[src/rtl/pipe_stall_ctrl_if.sv]
`default_nettype none
// ============================================================================
// Module   : pipe_stall_ctrl_if
// Brief    : Request/response bundle between the pipeline and its stall controller.
// Revision : 1.0
// ============================================================================
interface pipe_stall_ctrl_if #(
  parameter int CNT_W = 32
);
  logic             stallreq_id;
  logic             ex_start;
  logic             ex_done;
  logic             flush_req;
  logic [5:0]       stall;
  logic             flush;
  logic             ex_cancel;
  logic             ex_timeout;
  logic             busy;
  logic [CNT_W-1:0] stall_cnt;

  modport master (
    output stallreq_id, ex_start, ex_done, flush_req,
    input  stall, flush, ex_cancel, ex_timeout, busy, stall_cnt
  );

  modport slave (
    input  stallreq_id, ex_start, ex_done, flush_req,
    output stall, flush, ex_cancel, ex_timeout, busy, stall_cnt
  );
endinterface
`default_nettype wire

[src/rtl/pipe_stall_ctrl.sv]
`default_nettype none
// ============================================================================
// Module   : pipe_stall_ctrl
// Brief    : Pipeline hazard/stall controller with EX watchdog and stall counter.
// Revision : 1.0
// ============================================================================
module pipe_stall_ctrl #(
  parameter int MAX_EX_CYCLES = 64,
  parameter int FLUSH_CYCLES  = 1,
  parameter int CNT_W         = 32
) (
  input  wire logic        clk,
  input  wire logic        rst,
  pipe_stall_ctrl_if.slave bus
);

  localparam int EX_W = $clog2(MAX_EX_CYCLES) + 1;
  localparam int FL_W = $clog2(FLUSH_CYCLES) + 1;

  localparam logic [EX_W-1:0] c_EX_LAST     = EX_W'(MAX_EX_CYCLES - 1);
  localparam logic [FL_W-1:0] c_FL_LAST     = FL_W'(FLUSH_CYCLES - 1);
  localparam logic            c_MULTI_FLUSH = (FLUSH_CYCLES > 1);
  localparam logic [5:0]      c_STALL_ID    = 6'b000111;
  localparam logic [5:0]      c_STALL_EX    = 6'b001111;

  typedef enum logic [1:0] {
    IDLE    = 2'd0,
    EX_BUSY = 2'd1,
    FLUSH   = 2'd2
  } state_t;

  state_t           r_state;
  logic [EX_W-1:0]  r_ex_cnt;
  logic [FL_W-1:0]  r_flush_cnt;
  logic [CNT_W-1:0] r_stall_cnt;

  state_t          w_next;
  logic [EX_W-1:0] w_ex_cnt_nxt;
  logic [FL_W-1:0] w_flush_cnt_nxt;
  logic [5:0]      w_stall;
  logic            w_flush;
  logic            w_cancel;
  logic            w_timeout;

  always_ff @(posedge clk or negedge rst) begin
    if (!rst) begin
      r_state     <= IDLE;
      r_ex_cnt    <= '0;
      r_flush_cnt <= '0;
      r_stall_cnt <= '0;
    end else begin
      r_state     <= w_next;
      r_ex_cnt    <= w_ex_cnt_nxt;
      r_flush_cnt <= w_flush_cnt_nxt;
      if ((w_stall != 6'b0) && (r_stall_cnt != '1))
        r_stall_cnt <= r_stall_cnt + CNT_W'(1);
    end
  end

  always_comb begin
    w_next          = r_state;
    w_ex_cnt_nxt    = r_ex_cnt;
    w_flush_cnt_nxt = r_flush_cnt;
    w_stall         = 6'b0;
    w_flush         = 1'b0;
    w_cancel        = 1'b0;
    w_timeout       = 1'b0;
    case (r_state)
      IDLE: begin
        if (bus.flush_req) begin
          w_flush = 1'b1;
          if (c_MULTI_FLUSH) begin
            w_next          = FLUSH;
            w_flush_cnt_nxt = FL_W'(1);
          end
        end else if (bus.ex_start) begin
          // A unit that finishes in the issue cycle never needs to hold the pipe.
          if (!bus.ex_done) begin
            w_stall      = c_STALL_EX;
            w_ex_cnt_nxt = EX_W'(1);
            w_next       = EX_BUSY;
          end
        end else if (bus.stallreq_id) begin
          w_stall = c_STALL_ID;
        end
      end
      EX_BUSY: begin
        if (bus.flush_req) begin
          w_flush      = 1'b1;
          w_cancel     = 1'b1;
          w_ex_cnt_nxt = '0;
          if (c_MULTI_FLUSH) begin
            w_next          = FLUSH;
            w_flush_cnt_nxt = FL_W'(1);
          end else begin
            w_next = IDLE;
          end
        end else if (bus.ex_done) begin
          w_stall      = bus.stallreq_id ? c_STALL_ID : 6'b0;
          w_ex_cnt_nxt = '0;
          w_next       = IDLE;
        end else if (r_ex_cnt == c_EX_LAST) begin
          w_timeout    = 1'b1;
          w_cancel     = 1'b1;
          w_ex_cnt_nxt = '0;
          w_next       = IDLE;
        end else begin
          w_stall      = c_STALL_EX;
          w_ex_cnt_nxt = r_ex_cnt + EX_W'(1);
        end
      end
      FLUSH: begin
        w_flush = 1'b1;
        if (bus.flush_req) begin
          w_flush_cnt_nxt = FL_W'(1);
        end else if (r_flush_cnt == c_FL_LAST) begin
          w_flush_cnt_nxt = '0;
          w_next          = IDLE;
        end else begin
          w_flush_cnt_nxt = r_flush_cnt + FL_W'(1);
        end
      end
      default: w_next = IDLE;
    endcase
  end

  // Inputs may toggle while reset is held, so gate the combinational outputs.
  assign bus.stall      = rst ? w_stall : 6'b0;
  assign bus.flush      = rst & w_flush;
  assign bus.ex_cancel  = rst & w_cancel;
  assign bus.ex_timeout = rst & w_timeout;
  assign bus.busy       = rst & (r_state != IDLE);
  assign bus.stall_cnt  = r_stall_cnt;

endmodule
`default_nettype wire

[src/flat_wrapper.sv]
// flat-port wrapper written by rule: the top's interface ports become plain ports
module pipe_stall_ctrl_flat 
#(
  parameter int MAX_EX_CYCLES = 64,
  parameter int FLUSH_CYCLES  = 1,
  parameter int CNT_W         = 32
)
  (clk, rst, bus_stallreq_id, bus_ex_start, bus_ex_done, bus_flush_req, bus_stall, bus_flush, bus_ex_cancel, bus_ex_timeout, bus_busy, bus_stall_cnt);
  pipe_stall_ctrl_if #(.CNT_W(CNT_W)) bus_i ();
  input  wire logic clk;
  input  wire logic rst;
  input wire logic [$bits(bus_i.stallreq_id)-1:0] bus_stallreq_id;
  input wire logic [$bits(bus_i.ex_start)-1:0] bus_ex_start;
  input wire logic [$bits(bus_i.ex_done)-1:0] bus_ex_done;
  input wire logic [$bits(bus_i.flush_req)-1:0] bus_flush_req;
  output wire logic [$bits(bus_i.stall)-1:0] bus_stall;
  output wire logic [$bits(bus_i.flush)-1:0] bus_flush;
  output wire logic [$bits(bus_i.ex_cancel)-1:0] bus_ex_cancel;
  output wire logic [$bits(bus_i.ex_timeout)-1:0] bus_ex_timeout;
  output wire logic [$bits(bus_i.busy)-1:0] bus_busy;
  output wire logic [$bits(bus_i.stall_cnt)-1:0] bus_stall_cnt;
  assign bus_i.stallreq_id = bus_stallreq_id;
  assign bus_i.ex_start = bus_ex_start;
  assign bus_i.ex_done = bus_ex_done;
  assign bus_i.flush_req = bus_flush_req;
  assign bus_stall = bus_i.stall;
  assign bus_flush = bus_i.flush;
  assign bus_ex_cancel = bus_i.ex_cancel;
  assign bus_ex_timeout = bus_i.ex_timeout;
  assign bus_busy = bus_i.busy;
  assign bus_stall_cnt = bus_i.stall_cnt;
  pipe_stall_ctrl #(.MAX_EX_CYCLES(MAX_EX_CYCLES), .FLUSH_CYCLES(FLUSH_CYCLES), .CNT_W(CNT_W)) u_core (.clk(clk), .rst(rst), .bus(bus_i));
endmodule
[config.mk]
export PLATFORM = sky130hd
export DESIGN_NAME = pipe_stall_ctrl_flat
export DESIGN_NICKNAME = d
export VERILOG_FILES = /design/src/rtl/pipe_stall_ctrl_if.sv /design/src/rtl/pipe_stall_ctrl.sv /design/src/flat_wrapper.sv
export SDC_FILE = /design/constraint.sdc
export NUM_CORES = 1
export LEC_CHECK = 0
export BUFFER_PORTS_ARGS = -buffer_cell sky130_fd_sc_hd__buf_2
export CORE_ASPECT_RATIO = 2
export CORE_MARGIN = 5
export CORE_UTILIZATION = 54
export DETAILED_ROUTE_END_ITERATION = 8
export PLACE_DENSITY = 0.76
export SLEW_MARGIN = 5
export SYNTH_ARGS = -nofsm -noshare
export SYNTH_HDL_FRONTEND = slang
export SYNTH_SLANG_ARGS = --single-unit
[constraint.sdc]
create_clock -name clk -period 2.85 [get_ports clk]
set_input_delay 0.57 -clock clk [delete_from_list [all_inputs] [get_ports clk]]
set_output_delay 0.57 -clock clk [all_outputs]
set_load 0.02 [all_outputs]
==> results of run 1 <==
-- final cells by class --
class | count | share of cell area [%]
multi-input combinational | 160 | 42.6
sequential | 40 | 40.2
timing repair buffer | 49 | 10.3
clock buffer | 8 | 3.62
tap | 51 | 2.56
inverter | 5 | 0.754
-- power by group --
group          leakage [nW]  total, mW  switching, mW  internal, mW
Clock                0.0455      0.392          0.194         0.198
Combinational         0.635      0.294          0.190         0.103
Sequential            0.509      0.724         0.0920         0.632
Total                  1.19       1.41          0.477         0.933
-- per-stage QoR --
| step | hold slack, ps | cell area, um2 | power, mW | util (%) | setup slack (ps) |
|---|---|---|---|---|---|
| floorplan | 274 | 2160 | 0.915 | - | 343 |
| global placement | 465 | 2400 | 1.03 | 62.4 | 513 |
| detailed placement | 482 | 2400 | 1.04 | 62.4 | 468 |
| CTS | 397 | 2490 | 1.42 | 64.7 | 192 |
| global route | 437 | 2490 | 1.48 | 64.7 | 69.9 |
| finish | 378 | 2490 | 1.41 | 64.7 | 206 |
-- kinds of logic after synthesis --
logic type,Yosys count
muxes,2
buffers and inverters,15
xor gates and xnor gates,31
and+or+nand+nor,106
other,1
DFF,40
AOI/OAI and AO/OA,17
adders and majority gates,2
-- sequential cells by signal, indices dropped and copies added (netlist names) --
register              count
u_core.r_state            1
u_core.r_ex_cnt           7
u_core.bus.stall_cnt     32
-- routing by layer --
layer | vias to the layer above | share of wire, % | routed length [um] | global-route usage [%]
met4 | 0 | 2.0 | 104 | 8.06
met1 | 870 | 36 | 1870 | 23.2
li1 | 864 | - | - | -
met5 | - | 0 | 0 | 0
met2 | 44 | 57 | 2960 | 37.0
met3 | 10 | 4.1 | 210 | 3.60
-- critical path, delay by kind of cell (launching register included) --
family / cells / cell delay [ps]
and+or+nand+nor: 3 / 770
DFF: 1 / 400
adders and majority gates: 1 / 240
AOI/OAI and AO/OA: 1 / 230
buffers and inverters: 1 / 150
-- cells in the final DEF, fill, tap and decap left out, types with 2 or more instances in the layout --
| master | instances |
|---|---|
| o21a_1 | 2 |
| nand2b_1 | 2 |
| o21ai_0 | 5 |
| buf_4 | 4 |
| and2_1 | 2 |
| nor4_1 | 19 |
| xor2_1 | 28 |
| nor3_1 | 11 |
| inv_1 | 5 |
| nand2_1 | 16 |
| a21oi_1 | 3 |
| nor3b_1 | 3 |
| and4_2 | 2 |
| nand2_2 | 2 |
| nor2_1 | 13 |
| clkbuf_1 | 2 |
| clkbuf_8 | 6 |
| dfrtp_1 | 40 |
| and3_1 | 4 |
| ha_1 | 2 |
| nand3_1 | 10 |
| a22o_1 | 2 |
| nand4_1 | 14 |
| buf_2 | 45 |
| conb_1 | 2 |
| xnor2_1 | 3 |
-- worst min-delay path by stage --
stage / start / endpoint / slack [ps] / cells past startpoint
after floorplan: rst / u_core.bus.stall_cnt[0] / 270 / 0
after global placement: u_core.bus.stall_cnt[21] / u_core.bus.stall_cnt[21] / 470 / 1
after detailed placement: u_core.bus.stall_cnt[14] / u_core.bus.stall_cnt[14] / 480 / 1
after CTS: rst / u_core.r_state[0] / 400 / 2
after global routing: rst / u_core.r_state[0] / 440 / 2
final: rst / u_core.bus.stall_cnt[24] / 380 / 2
==> run_results.csv, run 1 <==
group,metric,value,unit
outcome,outcome,"complete, no violations",
clock_tree,post-cts-setup-buffers,0,
clock_tree,clk_pin_slew,80,ps
critical_path,r2r-end,"u_core.bus.stall_cnt[1]",
logic_synthesis,synth-main-ff-cell,"dfrtp_1",
place,place_congestion,0.821,
layout,layout-drive-gt1-share,24.8,%
timing,fin_tns_setup,0,ps
hold_path,min_path_type,"primary input to asynchronous set/reset pin",
place,place.detailed.hpwl,3830,um
floorplanning,die_y,99.3,um
floorplanning,die_x,54.6,um
critical_path,cp-end-kind,"output port",
logic_synthesis,synthSimpleGateAreaFrac,28.7,%
logic_synthesis,synthMuxAreaShare,1.05,%
floorplanning,pin_count,48,
timing,final_hold_viol_count,0,
layout,multi_input_area,1060,um2
logic_synthesis,synthCells,214,
logic_synthesis,synth_top_family_by_area,"simple AND/OR/NAND/NOR gates",
logic_synthesis,synth_area,2150,um2
route,first_pass_iters,4,
route,drt_wl_total,5150,um
logic_synthesis,synth_compound_area_share,5.35,%
clock_tree,cts.sinks,40,
clock_tree,ctsResizeCount,0,
route,drc,0,
critical_path,critPathLaunch,"u_core.r_ex_cnt[0]",
clock_tree,root_buffer,"clkbuf_8",
global_route,track_usage,20.9,%
critical_path,crit_end,"bus_stall[3]",
floorplanning,initial_core_util,56.0,%
critical_path,arrival,2070,ps
layout,layoutNonFillerInstCount,313,
timing,timing.fmax,378,MHz
route,drtIter0Drc,47,
layout,syn2layout_area_growth,15.6,%
timing,post-route-period-util,92.8,%
route,routedWlPerCell,16.4,um
critical_path,path_cells,"ha_1, nand4_1, nor3_1, a2111oi_0, and2_1, buf_2",
logic_synthesis,synth.avg_cell_area,10.1,um2
global_route,grt_pass1_wl,8480,um
critical_path,crit_slowest_cell,"nor3_1",
logic_synthesis,synth_edf_count,0,
logic_synthesis,ys_seq_elements,40,
clock_tree,clk_path_buf_depth,2,
critical_path,crit_path_max_fanout,5,
critical_path,crit_type,"flip-flop to output port",
logic_synthesis,async_flop_share,100,%
logic_synthesis,netlist.area_leader.share,46.5,%
global_route,global_route.overflow_total,0,
timing,slew_violations,0,
global_route,grt_start_max_net_pins,41,
logic_synthesis,synth_cell_type_count,41,
layout,nNetsFinal,269,
logic_synthesis,synthTopCellsByArea,"dfrtp_1, xor2_1, nor4_1, nand4_1, nand2_1",
global_route,antenna_found_initial,0,
timing,finalSetupViolations,0,
clock_tree,cts_made_buffers,5,
job,drv_cap,0,
place,dp.cells,305,
critical_path,crit_path_max_incr_delay,440,ps
timing,slew_headroom,62.8,%
floorplanning,core_region_area,3840,um2
route,vias,1788,
logic_synthesis,synth_most_common_cell,"dfrtp_1",
layout,antenna_cells,0,
logic_synthesis,yosys.area_share.adder,1.16,%
power_and_ir_drop,peakVddDrop,0.000401,V
critical_path,cp-start-kind,"flip-flop",
logic_synthesis,ys_warn_count,0,
power_and_ir_drop,cellLeakagePower,1.19,nW
logic_synthesis,synth.top_cells.by_count,"dfrtp_1, xor2_1, nor4_1",
critical_path,reg2reg_depth,7,
timing,fin_skew,4.95,ps
power_and_ir_drop,power.density,566,nW/um2
clock_tree,h-tree-depth,2,
global_route,grt_pass1_vias,1813,
floorplanning,placementRows,32,
layout,fillers,347,
clock_tree,insertion_delay,290,ps
critical_path,timing.rr.start,"u_core.bus.stall_cnt[0]",
route,ant_nets,0,
clock_tree,cts_tree,"done",
critical_path,cp.required,2280,ps
layout,regArea,1000,um2
route,viasPerCell,5.71,
place,portBuffers,45,
logic_synthesis,synth_top_area_cell,"dfrtp_1",
clock_tree,postCtsHoldBufs,0,
logic_synthesis,synth_xor_area_share,12.6,%
timing,rsz0062_at_grt,"no",
timing,tightestPinTransition,558,ps
timing,fin_crit,2640,ps
floorplanning,dieArea,5420,um2
logic_synthesis,ys_seq_area_share,46.5,%
critical_path,rrSetupSlack,460,ps
No activity file was read; power rests on OpenSTA's default activity.
==> run 2: changes to the inputs <==
--- a/config.mk
+++ b/config.mk
@@ -10,7 +10,7 @@
 export CORE_MARGIN = 5
 export CORE_UTILIZATION = 54
 export DETAILED_ROUTE_END_ITERATION = 8
-export PLACE_DENSITY = 0.76
+export PLACE_DENSITY = 0.87
 export SLEW_MARGIN = 5
 export SYNTH_ARGS = -nofsm -noshare
 export SYNTH_HDL_FRONTEND = slang
==> run 2 against run 1 <==
Critical path depth fell by 1. Die area unchanged. Clock power rose by 1%. Power up 0.36%. Final cell count up 0.64%.
==> run_results.csv, run 2 (same netlist as run 1, synthesis figures left out) <==
group,metric,value,unit
power_and_ir_drop,internal_power,0.929,mW
timing,rsz0062_at_grt,"no",
clock_tree,clk_path_buf_depth,2,
hold_path,min_path_type,"primary input to asynchronous set/reset pin",
floorplanning,pin_count,48,
timing,post-route-period-util,90.9,%
route,first_pass_iters,4,
route,drt_wl_total,5100,um
global_route,grt_pass1_vias,1809,
job,drv_cap,0,
layout,antenna_cells,0,
route,drtIter0Drc,53,
route,drc,0,
route,vias,1856,
timing,finalSetupViolations,0,
layout,syn2layout_area_growth,16.7,%
layout,largest_register_ff_count,32,
critical_path,timing.rr.start,"u_core.bus.stall_cnt[0]",
critical_path,arrival,2020,ps
power_and_ir_drop,peakVddDrop,0.000491,V
timing,fin_crit,2590,ps
clock_tree,clk_pin_slew,80,ps
global_route,global_route.overflow_total,0,
global_route,track_usage,21.3,%
route,ant_nets,0,
clock_tree,postCtsHoldBufs,0,
critical_path,crit_path_max_incr_delay,540,ps
layout,most-common-layout-cells,"buf_2, dfrtp_1, xor2_1",
critical_path,crit_slowest_cell,"dfrtp_1",
power_and_ir_drop,switching_share,34.3,%
global_route,grt_start_max_net_pins,36,
critical_path,r2r-end,"u_core.bus.stall_cnt[1]",
floorplanning,core_region_area,3840,um2
clock_tree,insertion_delay,300,ps
layout,layout-drive-gt1-share,26.5,%
timing,fin_skew,7.54,ps
critical_path,path_cells,"inv_1, a311oi_1, nand2_2, nor2_1, buf_2",
clock_tree,h-tree-depth,2,
clock_tree,root_buffer,"clkbuf_8",
floorplanning,dieArea,5420,um2
power_and_ir_drop,power.density,563,nW/um2
power_and_ir_drop,netSwitchingPower,0.486,mW
global_route,grt_pass1_wl,8610,um
layout,fillers,327,
floorplanning,initial_core_util,56.0,%
critical_path,cp-start-kind,"flip-flop",
critical_path,rrSetupSlack,530,ps
critical_path,crit_path_max_fanout,12,
critical_path,cp.required,2280,ps
route,viasPerCell,5.89,
clock_tree,cts_made_buffers,5,
timing,timing.fmax,386,MHz
place,place.detailed.hpwl,3840,um
layout,layoutNonFillerInstCount,315,
place,portBuffers,45,
critical_path,reg2reg_depth,7,
power_and_ir_drop,seq_power_share,51.2,%
global_route,antenna_found_initial,0,
critical_path,cp-end-kind,"output port",
place,place_congestion,0.826,
floorplanning,die_y,99.3,um
timing,final_hold_viol_count,0,
timing,tightestPinTransition,521,ps
timing,fin_tns_setup,0,ps
power_and_ir_drop,pwr-share-comb,20.7,%
clock_tree,cts_tree,"done",
floorplanning,die_x,54.6,um
layout,nNetsFinal,271,
power_and_ir_drop,cellLeakagePower,1.21,nW
critical_path,crit_type,"flip-flop to output port",
timing,slew_violations,0,
outcome,outcome,"complete, no violations",
clock_tree,cts.sinks,40,
power_and_ir_drop,clkPwrFrac,28.1,%
route,routedWlPerCell,16.2,um
floorplanning,placementRows,32,
timing,slew_headroom,65.3,%
place,dp.cells,307,
layout,layout_commonest_cell,"buf_2",
==> run 2: cell count changes in the layout (fill, tap and decap cells not counted) <==
cell       delta
buf_4         +2
a2111oi_2     +1
clkbuf_1      -2
clkinv_2      +2
a2111oi_0     -1
==> run 2: per-stage QoR <==
stage	total power [mW]	cell area, um2	setup WS [ps]	hold WS [ps]	utilization, %
after global routing	1.49	2510	1.68	98.9	65.4
after floorplan	0.915	2160	343	274	-
after detailed placement	1.03	2410	395	423	62.8
after global placement	1.02	2410	457	414	62.8
final	1.41	2510	260	105	65.4
after CTS	1.43	2510	18.4	104	65.2
==> run 2: repair_timing <==
item / in CTS / in global routing
resized for setup: 0 / 2
buffers inserted: 0 / 0
setup endpoints to repair: 0 / 1
endpoints found under the hold margin: 0 / 0
==> run 2: critical path: cells and delay by family (launching register included) <==
kind | cells | cell delay (ps)
compound gates | 1 | 390
buf+inv | 2 | 330
flops | 1 | 540
simple gates | 2 | 460
==> run 2: power groups by stage <==
stage	sequential [mW]	combinational, mW	clock, mW
detailed placement	0.737	0.295	0
finish	0.725	0.293	0.397
floorplan	0.799	0.116	0
global placement	0.734	0.291	0
global route	0.741	0.322	0.429
CTS	0.726	0.298	0.402
==> run 2: worst max-delay path by stage <==
stage	startpoint	to	slack (ps)	cells past startpoint
4_1_cts	u_core.r_ex_cnt[0]	bus_stall[3]	20	6
6_report	u_core.r_state[0]	bus_stall[2]	260	5
3_3_place_gp	bus_ex_done	bus_stall[2]	460	6
3_5_place_dp	bus_ex_done	bus_stall[2]	390	6
5_1_grt	u_core.r_state[0]	bus_stall[2]	2	5
2_1_floorplan	bus_ex_start	bus_stall[1]	340	6
==> run 2: area by class of cell <==
type | count | area (um2) | area share [%]
inverter | 5 | 18.8 | 0.747
clock inverter | 2 | 10.0 | 0.398
timing repair buffer | 51 | 270 | 10.8
tap | 51 | 63.8 | 2.54
multi-input combinational | 160 | 1070 | 42.4
clock buffer | 6 | 82.6 | 3.29
sequential | 40 | 1000 | 39.8
==> run 2: layer usage <==
layer | up-vias | share of wire (%) | GRT usage (%)
met5 | - | 0 | 0
met4 | 0 | 2.7 | 10.7
met3 | 11 | 5.0 | 3.75
met2 | 66 | 56 | 36.4
met1 | 904 | 37 | 23.9
li1 | 875 | - | -
==> run 3: changes to the inputs <==
==> constraint.sdc (replaced) <==
create_clock -name clk -period 2.85 [get_ports clk]
set_input_delay 0 -clock clk [delete_from_list [all_inputs] [get_ports clk]]
set_output_delay 0 -clock clk [all_outputs]
set_load 0.02 [all_outputs]
==> run 3 against run 2 <==
Routed wire length is 0.90% higher. Clock power up 16%. Largest power group unchanged. Sequential power about the same. Hold slack got worse by 46 ps. Critical path type is now flip-flop to flip-flop. Die area unchanged. Highest routed layer unchanged. Utilization rose by 0.81 points. Sequential cell count is the same. Non-clock buffer count is 2 higher. Sequential share of layout area decreased by 0.49 points.
==> run_results.csv, run 3 (same netlist as run 1, synthesis figures left out) <==
group,metric,value,unit
outcome,outcome,"complete, no violations",
place,portBuffers,45,
timing,post-route-period-util,88.4,%
critical_path,crit_slowest_cell,"or4_4",
global_route,track_usage,21.0,%
critical_path,crit_path_max_fanout,11,
floorplanning,pin_count,48,
layout,syn2layout_area_growth,18.2,%
clock_tree,insertion_delay,300,ps
route,first_pass_iters,4,
layout,most-common-layout-cells,"buf_2, dfrtp_1, xor2_1",
timing,final_hold_viol_count,0,
place,dp.cells,306,
floorplanning,die_y,99.3,um
place,place_congestion,0.868,
timing,fin_skew,6.39,ps
global_route,grt_pass1_vias,1881,
clock_tree,post-cts-setup-buffers,0,
power_and_ir_drop,power.density,587,nW/um2
clock_tree,ctsResizeCount,0,
timing,slew_violations,0,
route,routedWlPerCell,16.2,um
timing,fin_tns_setup,0,ps
layout,antenna_cells,0,
floorplanning,die_x,54.6,um
global_route,grt_pass1_wl,8480,um
clock_tree,h-tree-depth,2,
global_route,grt_start_max_net_pins,23,
critical_path,cp.required,3030,ps
job,drv_cap,0,
route,viasPerCell,5.93,
critical_path,cp-start-kind,"flip-flop",
floorplanning,core_region_area,3840,um2
layout,nNetsFinal,273,
route,drt_wl_total,5150,um
place,place.detailed.hpwl,3860,um
timing,rsz0062_at_grt,"no",
timing,finalSetupViolations,0,
floorplanning,dieArea,5420,um2
clock_tree,clk_pin_slew,80,ps
global_route,global_route.overflow_total,0,
power_and_ir_drop,seq_power_share,48.7,%
timing,fin_crit,2520,ps
power_and_ir_drop,peakVddDrop,0.000476,V
layout,largest_register_ff_count,32,
route,vias,1879,
floorplanning,initial_core_util,56.0,%
power_and_ir_drop,switching_share,33.0,%
layout,final_util,66.2,%
power_and_ir_drop,cellLeakagePower,1.22,nW
critical_path,arrival,2700,ps
clock_tree,cts.sinks,40,
route,ant_nets,0,
floorplanning,placementRows,32,
power_and_ir_drop,pwr-share-comb,20.5,%
clock_tree,root_buffer,"clkbuf_8",
power_and_ir_drop,netSwitchingPower,0.493,mW
layout,layoutNonFillerInstCount,317,
layout,layout-drive-gt1-share,25.2,%
critical_path,crit_type,"flip-flop to flip-flop",
global_route,antenna_found_initial,0,
timing,tightestPinTransition,556,ps
power_and_ir_drop,clkPwrFrac,30.8,%
clock_tree,cts_tree,"done",
critical_path,path_cells,"ha_1, nand2_1, or4_4, nor4_4, buf_4, nor2_2, mux2_1",
hold_path,min_path_type,"primary input to flip-flop",
timing,slew_headroom,62.9,%
critical_path,crit_path_max_incr_delay,550,ps
critical_path,cp-end-kind,"flip-flop",
timing,timing.fmax,397,MHz
power_and_ir_drop,internal_power,1.00,mW
route,drtIter0Drc,51,
layout,layout_commonest_cell,"buf_2",
route,drc,0,
clock_tree,cts_made_buffers,5,
clock_tree,clk_path_buf_depth,2,
[run 3: changes by cell type in the layout (fill, tap and decap cells not counted)]
| cell | before | now |
|---|---|---|
| a2111oi_0 | 0 | 1 |
| a2111oi_2 | 1 | 0 |
| buf_4 | 6 | 5 |
| bufinv_16 | 0 | 1 |
| clkbuf_1 | 0 | 1 |
| clkbuf_8 | 6 | 5 |
| clkinv_2 | 2 | 1 |
| dlygate4sd3_1 | 0 | 3 |
[run 3: worst max-delay path, delay by kind of cell (launching register included)]
family                   cells  cell delay, ps
adder cells (fa/ha/maj)      1             210
buffers and inverters        1             270
flip-flops                   1             410
multiplexers                 1             330
AND/OR/NAND/NOR              4            1190
[run 3: layer usage]
layer  global-route usage [%]  vias to the layer above  wire length (um)
met4                     13.6                        0               234
met3                     3.15                       26               258
li1                         -                      877                 -
met5                        0                        -                 0
met2                     34.8                       95              2790
met1                     23.6                      881              1870
[run 3: metrics by stage]
step | setup slack, ps | hold slack (ps) | instance area (um2) | power, mW
finish | 330 | 59.5 | 2540 | 1.49
detailed placement | 356 | -6.80 | 2410 | 1.04
global placement | 465 | -16.9 | 2410 | 1.03
floorplan | 529 | -296 | 2160 | 0.915
CTS | 343 | 60.2 | 2540 | 1.50
global route | 221 | 92.2 | 2540 | 1.57
[run 3: final cells by class]
type                    instances  area [um2]
multi-input cells             160        1060
well taps                      51        63.8
inverters                       5        18.8
repair buffers                 53         293
clock buffers                   6        72.6
flip-flops and latches         40        1000
clock inverters                 2        35.0
fillers                       314        1300
[run 3: worst paths after layout]
path,from,endpoint,slack (ps),cells after the start
max,u_core.bus.stall_cnt[1],u_core.bus.stall_cnt[1],330,7
min,bus_ex_start,u_core.r_ex_cnt[0],60,3
max reg2reg,u_core.bus.stall_cnt[1],u_core.bus.stall_cnt[1],330,7
min reg2reg,u_core.bus.stall_cnt[14],u_core.bus.stall_cnt[14],490,1
max in group asynchronous,rst,u_core.bus.stall_cnt[12],1990,3
min in group asynchronous,rst,u_core.bus.stall_cnt[20],200,2
[run 3: power by group through the flow]
stage / clock (mW) / sequential [mW] / combinational [mW]
2_1_floorplan: 0 / 0.799 / 0.116
3_3_place_gp: 0 / 0.730 / 0.296
3_5_place_dp: 0 / 0.738 / 0.306
4_1_cts: 0.465 / 0.727 / 0.311
5_1_grt: 0.492 / 0.740 / 0.335
6_report: 0.460 / 0.727 / 0.305
[run 3: timing repair]
action                                  4_1_cts  5_1_grt
hold buffers                                  3        0
hold endpoints to repair                     21        0
endpoints found under the setup margin        0        0
